`src/rtl/green_centroid.sv`:
```
// Per-frame green-object tracker: counts mask pixels, accumulates coordinates and bounding box,
// then runs two 28-step restoring dividers after each VSYNC rising edge to produce the centroid.
module green_centroid #(
    parameter int H_RES      = 640,
    parameter int V_RES      = 480,
    parameter int MIN_PIXELS = 64
) (
    input  logic        PCLK,
    input  logic        rst,
    input  logic        VSYNC,
    input  logic        HREF,
    input  logic        e_pix,
    input  logic        verde,
    output logic        obj_valid,
    output logic        obj_found,
    output logic [9:0]  cx,
    output logic [9:0]  cy,
    output logic [9:0]  x_min,
    output logic [9:0]  x_max,
    output logic [9:0]  y_min,
    output logic [9:0]  y_max,
    output logic [18:0] pix_count
);

    typedef enum logic [1:0] {ACCUM, DIVIDE, DONE} state_t;

    state_t      state_q, state_d;
    logic        div_en, load_out;
    logic [4:0]  step_q;

    logic        vsync_q, href_q;
    logic [9:0]  x_q, y_q;
    logic [18:0] cnt_q;
    logic [27:0] sumx_q, sumy_q;
    logic [9:0]  xmin_q, xmax_q, ymin_q, ymax_q;

    logic [18:0] s_cnt_q, divisor_q;
    logic        s_found_q;
    logic [9:0]  s_xmin_q, s_xmax_q, s_ymin_q, s_ymax_q;
    logic [27:0] numx_q, numy_q, numx_d, numy_d;
    logic [19:0] remx_q, remy_q, remx_d, remy_d;

    logic frame_end, green, found_now;

    assign frame_end = VSYNC & ~vsync_q;
    assign green     = e_pix & HREF & ~VSYNC & verde;
    assign found_now = (cnt_q >= 19'(MIN_PIXELS));

    // One restoring step: returns {remainder, numerator shifted with the new quotient bit in the LSB}.
    function automatic logic [47:0] div_step(input logic [19:0] rem, input logic [27:0] num,
                                             input logic [18:0] d);
        logic [19:0] sh;
        sh = {rem[18:0], num[27]};
        if (sh >= {1'b0, d})
            div_step = {sh - {1'b0, d}, num[26:0], 1'b1};
        else
            div_step = {sh, num[26:0], 1'b0};
    endfunction

    always_comb begin
        {remx_d, numx_d} = div_step(remx_q, numx_q, divisor_q);
        {remy_d, numy_d} = div_step(remy_q, numy_q, divisor_q);
    end

    always_comb begin
        state_d  = state_q;
        div_en   = 1'b0;
        load_out = 1'b0;
        case (state_q)
            ACCUM:  ;
            DIVIDE: begin
                div_en = 1'b1;
                if (step_q == 5'd0) state_d = DONE;
            end
            DONE: begin
                load_out = 1'b1;
                state_d  = ACCUM;
            end
            default: state_d = ACCUM;
        endcase
        // A new frame edge always wins: snapshot again and restart the division.
        if (frame_end) begin
            state_d = DIVIDE;
            div_en  = 1'b0;
        end
    end

    always_ff @(posedge PCLK) begin
        if (rst) state_q <= ACCUM;
        else     state_q <= state_d;
    end

    always_ff @(posedge PCLK) begin
        if (rst) begin
            vsync_q   <= 1'b1;
            href_q    <= 1'b0;
            x_q       <= '0;
            y_q       <= '0;
            cnt_q     <= '0;
            sumx_q    <= '0;
            sumy_q    <= '0;
            xmin_q    <= 10'h3FF;
            xmax_q    <= '0;
            ymin_q    <= 10'h3FF;
            ymax_q    <= '0;
            step_q    <= '0;
            s_cnt_q   <= '0;
            s_found_q <= 1'b0;
            divisor_q <= 19'd1;
            s_xmin_q  <= '0;
            s_xmax_q  <= '0;
            s_ymin_q  <= '0;
            s_ymax_q  <= '0;
            numx_q    <= '0;
            numy_q    <= '0;
            remx_q    <= '0;
            remy_q    <= '0;
            obj_valid <= 1'b0;
            obj_found <= 1'b0;
            cx        <= '0;
            cy        <= '0;
            x_min     <= '0;
            x_max     <= '0;
            y_min     <= '0;
            y_max     <= '0;
            pix_count <= '0;
        end else begin
            vsync_q <= VSYNC;
            href_q  <= HREF;

            if (!HREF)                                  x_q <= '0;
            else if (e_pix && x_q != 10'(H_RES - 1))    x_q <= x_q + 10'd1;

            if (VSYNC)                                             y_q <= '0;
            else if (href_q && !HREF && y_q != 10'(V_RES - 1))     y_q <= y_q + 10'd1;

            if (frame_end) begin
                s_cnt_q   <= cnt_q;
                s_found_q <= found_now;
                divisor_q <= found_now ? cnt_q : 19'd1;
                s_xmin_q  <= xmin_q;
                s_xmax_q  <= xmax_q;
                s_ymin_q  <= ymin_q;
                s_ymax_q  <= ymax_q;
                numx_q    <= sumx_q;
                numy_q    <= sumy_q;
                remx_q    <= '0;
                remy_q    <= '0;
                step_q    <= 5'd27;
                cnt_q     <= '0;
                sumx_q    <= '0;
                sumy_q    <= '0;
                xmin_q    <= 10'h3FF;
                xmax_q    <= '0;
                ymin_q    <= 10'h3FF;
                ymax_q    <= '0;
            end else begin
                if (green) begin
                    cnt_q  <= cnt_q + 19'd1;
                    sumx_q <= sumx_q + {18'd0, x_q};
                    sumy_q <= sumy_q + {18'd0, y_q};
                    if (x_q < xmin_q) xmin_q <= x_q;
                    if (x_q > xmax_q) xmax_q <= x_q;
                    if (y_q < ymin_q) ymin_q <= y_q;
                    if (y_q > ymax_q) ymax_q <= y_q;
                end
                if (div_en) begin
                    numx_q <= numx_d;
                    numy_q <= numy_d;
                    remx_q <= remx_d;
                    remy_q <= remy_d;
                    step_q <= step_q - 5'd1;
                end
            end

            obj_valid <= load_out;
            if (load_out) begin
                obj_found <= s_found_q;
                pix_count <= s_cnt_q;
                cx        <= s_found_q ? numx_q[9:0] : 10'd0;
                cy        <= s_found_q ? numy_q[9:0] : 10'd0;
                x_min     <= s_found_q ? s_xmin_q : 10'd0;
                x_max     <= s_found_q ? s_xmax_q : 10'd0;
                y_min     <= s_found_q ? s_ymin_q : 10'd0;
                y_max     <= s_found_q ? s_ymax_q : 10'd0;
            end
        end
    end

endmodule

```
`config.mk`:
```
export PLATFORM = sky130hd
export DESIGN_NAME = green_centroid
export DESIGN_NICKNAME = d
export VERILOG_FILES = /design/src/rtl/green_centroid.sv
export SDC_FILE = /design/constraint.sdc
export NUM_CORES = 1
export LEC_CHECK = 0
export CORE_MARGIN = 2
export CORE_UTILIZATION = 40
export DETAILED_ROUTE_END_ITERATION = 8
export DONT_BUFFER_PORTS = 1
export PLACE_DENSITY = 0.53
export SLEW_MARGIN = 15
export SYNTH_ARGS = -nofsm -noshare
export SYNTH_HDL_FRONTEND = slang
export SYNTH_SLANG_ARGS = --single-unit
```
`constraint.sdc`:
```
create_clock -name PCLK -period 3.2 [get_ports PCLK]
set_input_delay 0.64 -clock PCLK [delete_from_list [all_inputs] [get_ports PCLK]]
set_output_delay 0.64 -clock PCLK [all_outputs]
set_load 0.02 [all_outputs]
```
==> reports/qor.yml, run 1 <==
run_status:
  status: "finished clean"
final_layout:
  num-fill-cells: 4706
  drive_gt1_share_pct: 5.45
  final_cells: 2973
  area_delta_synth_final_pct: 10.8
  nNetsFinal: 2445
logic_synthesis:
  netlist_area_um2: 19100
  synth_edf_count: 0
  synth_cell_types: 65
  synth_flop_cell: "dfxtp_1"
  synth_seq_cells: 398
  syn_avg_cell_area_um2: 7.95
  synth_async_sr_flop_share_pct: 0
  yosys_warnings: 0
  yosysSeqAreaShare_pct: 41.8
  syn_inst: 2397
  syn_nets: 2509
clocking:
  insertion_delay_ns: 0.57
  post_cts.repair.setup_buffers: 0
  cts_root_buf: "clkbuf_16"
  cts_buffer_depth: 3
  cts_tree: "done"
  cts_resized: 0
  cts_buffers: 45
  ctsHoldBuffers: 0
  clock_sinks: 398
  path_clk_slew_ns: 0.06
  h-tree-depth: 2
route:
  highest_layer: "met4"
  postRouteAntennaNets: 0
  drc_errors: 0
  dr.pass1.iters: 5
  wirelength_um: 48700
  dr_total_vias: 16100
  wl_met1_um: 24600
  dr.first_iter.drc_count: 1170
  viasPerCell: 5.41
  wl_per_cell_um: 16.4
  wl_met2_um: 20900
  wl_met3_um: 2460
critical_path:
  r2r_cells: 11
  worstSetupPathType: "reg2reg"
  cp.arrival_ns: 3.39
  crit_path_max_fanout: 5
  cp-start-kind: "register"
  worstPathRequired_ns: 3.65
  endpoint_kind: "register"
power_and_ir_drop:
  max-vdd-ir-drop_v: 0.000304
  p_leak_nw: 8.18
  power_density_nw_per_um2: 543
sta:
  setup-tns-final_ns: 0
  skew_ns: 0.0155
  rsz0062_at_grt: "false"
  worst_slew_pin_slew_ns: 1.17
  max_slew_margin_pct: 21.9
  fmax_mhz: 339
  slew_violations: 0
  fin_crit_ns: 2.95
  finalHoldViolCount: 0
  period_share_pct: 92.1
  finalSetupViolCount: 0
min_path:
  hold_path_depth: 1
  min-delay-path-class: "in2reg"
grt:
  antenna_found_initial: 0
  grt.total_usage_pct: 19.6
  grt_pass1_wl_um: 80300
  overflow: 0
  grt_pass1_vias: 15200
  grt_max_degree: 224
floorplanning:
  core_um2: 46800
  die_w_um: 222
  initial_core_util_pct: 40.8
  row_count: 79
  dieArea_um2: 49400
  fp.dieH_um: 222
  pin_count: 87
placement:
  dp_cells: 2893
  numPortBuffers: 0
  dp_hpwl_um: 31700
  place.gp.congestion: 0.830
flow_run:
  cap_violations: 0
layout by cell type (no fill, tap or decap), types with 16 or more instances in the layout:
master,netlist,routed
nor2_1,228,225
o21ai_0,102,102
xnor2_1,45,45
nor3_1,28,28
buf_4,0,30
dfxtp_1,398,397
or3_1,24,24
inv_1,94,94
nand3_1,101,101
nand4_1,21,21
ha_1,102,102
xor2_1,34,34
clkbuf_16,0,45
nand2_1,464,464
mux2i_1,64,64
a21oi_1,284,284
and3_1,16,16
a311oi_1,58,58
a21o_1,33,33
critical path, stage by stage, from the launching register on:
cell	delay, ns
dfxtp_1	0.36
ha_1	0.24
fa_1	0.41
a21o_1	0.18
a21oi_1	0.23
o21bai_1	0.12
a2111oi_0	0.51
buf_4	0.21
or3_1	0.22
a21oi_1	0.12
xnor2_1	0.16
nor2_1	0.05
synth_stat cells, drive strengths merged, types with 33 or more instances:
master,n,area [µm²]
xor2,34,298
nor2,228,856
nand3,101,505
mux2i,64,641
clkbuf,124,465
nand2,464,1740
a21o,33,248
a311oi,58,508
xnor2,45,394
a21oi,285,1430
inv,94,353
o21ai,104,521
dfxtp,398,7970
ha,102,1280
worst paths after layout:
check / startpoint / end / slack [ns]
hold / removal: rst / y_max[9] / 0.16
setup / recovery: x_q[0] / sumx_q[20] / 0.25
hold reg to reg: s_cnt_q[6] / pix_count[6] / 0.44
setup reg to reg: x_q[0] / sumx_q[20] / 0.25
metal layers:
metal	global-route usage (%)	vias up
li1	-	8147
met1	28.1	7573
met2	30.7	318
met3	3.46	52
met4	4.10	0
met5	0	-
metrics by stage:
stage	utilization, %	power [mW]	setup slack, ns	instance area, µm²	hold slack (ns)
finish	45.2	11.5	0.252	21100	0.155
global route	45.1	12.0	0.0199	21100	0.119
CTS	45.1	11.6	0.215	21100	0.117
detailed placement	42.0	6.44	0.252	19600	0.437
global placement	42.0	6.42	0.343	19600	0.434
floorplan	-	6.20	0.484	19100	0.432
kinds of logic (layout without fill, tap and decap cells):
group	count (synthesis)	after routing	share of synthesized area, %
AND/OR/NAND/NOR	942	942	21.2
AO/OA/AOI/OAI	568	568	18.0
flip-flops	398	398	41.8
buffers and inverters	239	207	4.78
adder cells (fa/ha/maj)	106	106	7.12
XOR/XNOR	79	79	3.63
multiplexers	65	65	3.42
other	0	1	0
state kept, by name, summed over array words and instances (netlist names), 19 cells and up:
register   flops
divisor_q     19
cnt_q         19
numy_q        28
remy_q        19
remx_q        19
numx_q        28
sumx_q        28
pix_count     19
sumy_q        28
s_cnt_q       19
final cells by class:
type | instances | area [µm²] | share of cell area [%]
clock buffers | 68 | 1340 | 6.36
repair buffers | 34 | 305 | 1.45
multi-input cells | 1760 | 10200 | 48.5
flip-flops and latches | 398 | 7970 | 37.7
diodes | 1 | 2.50 | 0.0119
clock inverters | 11 | 130 | 0.616
well taps | 607 | 759 | 3.60
inverters | 94 | 353 | 1.67
report_power, final:
| part | total (mW) | switching, mW | internal, mW | leakage, nW |
|---|---|---|---|---|
| Clock | 5.12 | 2.06 | 3.05 | 0.727 |
| Sequential | 5.12 | 0.0698 | 5.05 | 3.22 |
| Combinational | 1.23 | 0.722 | 0.511 | 4.23 |
| Total | 11.5 | 2.86 | 8.62 | 8.18 |
(Power assumes the default switching activity.)
==> run 2, diff against run 1 <==
CORE_ASPECT_RATIO = 0.8   (was not set)
==> reports/qor.yml, run 2 (synthesis gave the netlist of run 1 again) <==
final_layout:
  seqCellArea_um2: 7970  # about the same
  num-fill-cells: 4663  # -0.91%
  drive_gt1_share_pct: 6.03  # +0.57 points
  final_core_utilization_pct: 45.3  # +0.17 points
  final_cells: 2993  # +0.67%
  multi_input_area_um2: 10300  # +0.27%
  final_common_cell: "nand2_1"
  final_cell_mix: "nand2_1 (464), dfxtp_1 (396), a21oi_1 (284)"
  final_area_um2: 21300  # +0.90%
  nNetsFinal: 2452  # +0.29%
  area_delta_synth_final_pct: 11.8
  num_antenna_cells: 0  # -1
placement:
  numPortBuffers: 0  # unchanged
  dp_hpwl_um: 32800  # +3.3%
  dp_cells: 2914  # +0.73%
  place.gp.congestion: 0.848  # +2.1%
  pre_cts_slack_ns: 0.0481  # -0.204 ns
  place_area_um2: 19800  # +0.64%
critical_path:
  startpoint: "numy_q[27]"
  crit_path_max_fanout: 12  # +7
  slowest_stage: "or3b_2"
  worstPathRequired_ns: 3.72  # +0.07 ns
  cp-start-kind: "register"
  endpoint_kind: "register"
  r2r_cells: 11  # unchanged
  worstSetupPathType: "reg2reg"
  cpPeakStageDelay_ns: 0.49  # -0.02 ns
  worstPathCellList: "inv_1, ha_1, fa_2, nand2b_4, a211oi_4, o41ai_2, a221o_1, a21oi_2, nor2_4, or3b_2, a31oi_2"
  rr_endpoint: "remy_q[15]"
  cp.arrival_ns: 3.59  # +0.20 ns
  endpoint: "remy_q[15]"
  reg2reg_slack_ns: 0.12  # -0.13 ns
  reg2reg_from: "numy_q[27]"
power_and_ir_drop:
  total_power_mw: 11.7  # +2.0%
  power_density_nw_per_um2: 549  # +1.1%
  power.switching_mw: 2.94  # +3.1%
  switching_share_pct: 25.2  # +0.28 points
  max-vdd-ir-drop_v: 0.000357  # +17%
  p_leak_nw: 8.26  # +1.0%
  p_int_mw: 8.75  # +1.6%
  pwr-share-comb_pct: 11.0  # +0.3 points
  p_clk_share_pct: 45.3  # +0.7 points
  pwr-share-seq_pct: 43.7  # -0.9 points
sta:
  worst_slew_pin_slew_ns: 1.01  # -0.158 ns
  rsz0062_at_grt: "false"
  slew_violations: 0  # unchanged
  fin_crit_ns: 3.08  # +0.129 ns
  hold_ws_ns: 0.130  # -0.0254 ns
  finalHoldViolCount: 0  # unchanged
  worst_slack_ns: 0.123  # -0.129 ns
  fmax_mhz: 325  # -4.2%
  finalSetupViolCount: 0  # unchanged
  max_slew_margin_pct: 32.6  # +11 points
  setup-tns-final_ns: 0  # unchanged
  skew_ns: 0.0311  # +0.0156 ns
  period_share_pct: 96.2  # +4.0 points
floorplanning:
  dieArea_um2: 49400  # about the same
  initial_core_util_pct: 40.5  # -0.21 points
  die_w_um: 248  # +12%
  core_um2: 47000  # +0.51%
  fp.dieH_um: 199  # -10%
  pin_count: 87  # unchanged
  row_count: 71  # -10%
clocking:
  ctsHoldBuffers: 0  # unchanged
  cts_tree: "done"
  cts_buffer_depth: 3  # unchanged
  h-tree-depth: 2  # unchanged
  cts_buffers: 44  # -2.2%
  path_clk_slew_ns: 0.07  # about the same
  cts_root_buf: "clkbuf_16"
  insertion_delay_ns: 0.59  # +0.02 ns
  clock_sinks: 398  # unchanged
flow_run:
  cap_violations: 0  # unchanged
route:
  dr_total_vias: 16000  # -0.25%
  dr.pass1.iters: 5  # unchanged
  postRouteAntennaNets: 0  # unchanged
  drc_errors: 0  # unchanged
  dr.first_iter.drc_count: 869  # -26%
  wirelength_um: 49100  # +0.64%
  wl_per_cell_um: 16.4  # about the same
  viasPerCell: 5.36  # -0.92%
run_status:
  status: "finished clean"
grt:
  grt_pass1_wl_um: 79500  # -0.99%
  grt_pass1_vias: 14900  # -1.5%
  grt_max_degree: 224  # unchanged
  grt.total_usage_pct: 19.8  # +0.24 points
  overflow: 0  # unchanged
  antenna_found_initial: 0  # unchanged
min_path:
  min-delay-path-class: "in2reg"
## run 2: cell count changes in the layout (fill, tap and decap cells not counted), moves of 3 or more
cell,previous run,this run
buf_12,4,8
buf_4,30,34
clkbuf_8,13,9
bufinv_16,2,5
clkbuf_1,10,7
clkinv_2,5,8
## run 2: critical path, delay by kind of cell, from the launching register on
family,cells,cell delay (ns)
AOI/OAI and AO/OA,5,1.23
and+or+nand+nor,3,0.79
adders and majority gates,2,0.58
DFF,1,0.33
buffers and inverters,1,0.06
## run 2: repair_timing
item / in CTS / in global routing
gates resized for setup: 0 / 8
endpoints found under the hold margin: 0 / 0
setup buffers: 0 / 1
endpoints found under the setup margin: 0 / 8
## run 2: worst min-delay path by stage
stage | from | end | slack, ns | cells after the start
6_report | rst | cy[9] | 0.13 | 1
5_1_grt | rst | obj_found | 0.10 | 1
4_1_cts | rst | cy[9] | 0.11 | 1
3_5_place_dp | s_cnt_q[6] | s_cnt_q[6] | 0.44 | 2
3_3_place_gp | s_cnt_q[17] | pix_count[17] | 0.44 | 2
2_1_floorplan | s_cnt_q[0] | pix_count[0] | 0.43 | 2
## run 2: layout make-up
| type | count | share of cell area, % |
|---|---|---|
| multi-input combinational | 1760 | 48.2 |
| clock buffer | 60 | 5.87 |
| timing repair buffer | 42 | 1.95 |
| sequential | 398 | 37.4 |
| tap | 620 | 3.64 |
| inverter | 94 | 1.66 |
| clock inverter | 19 | 1.22 |
## run 2: power by group through the flow
stage          clock (mW)  combinational, mW  sequential, mW
2_1_floorplan           0              0.997            5.20
3_3_place_gp            0               1.26            5.22
3_5_place_dp            0               1.27            5.22
4_1_cts              5.45               1.27            5.11
5_1_grt              5.64               1.43            5.12
6_report             5.29               1.29            5.12
## run 2: per-layer routing
layer,GRT usage (%),part of all wire (%),vias to the layer above
li1,-,-,8173
met1,29.4,53,7550
met2,29.8,41,266
met3,3.02,4.5,60
met4,4.95,1.8,0
met5,0,0,-
==> run 3, diff against run 2 <==
SLEW_MARGIN = not set   (was 15)
==> results of run 3 <==
No change in the layout: final DEF, timing and power equal those of run 2.
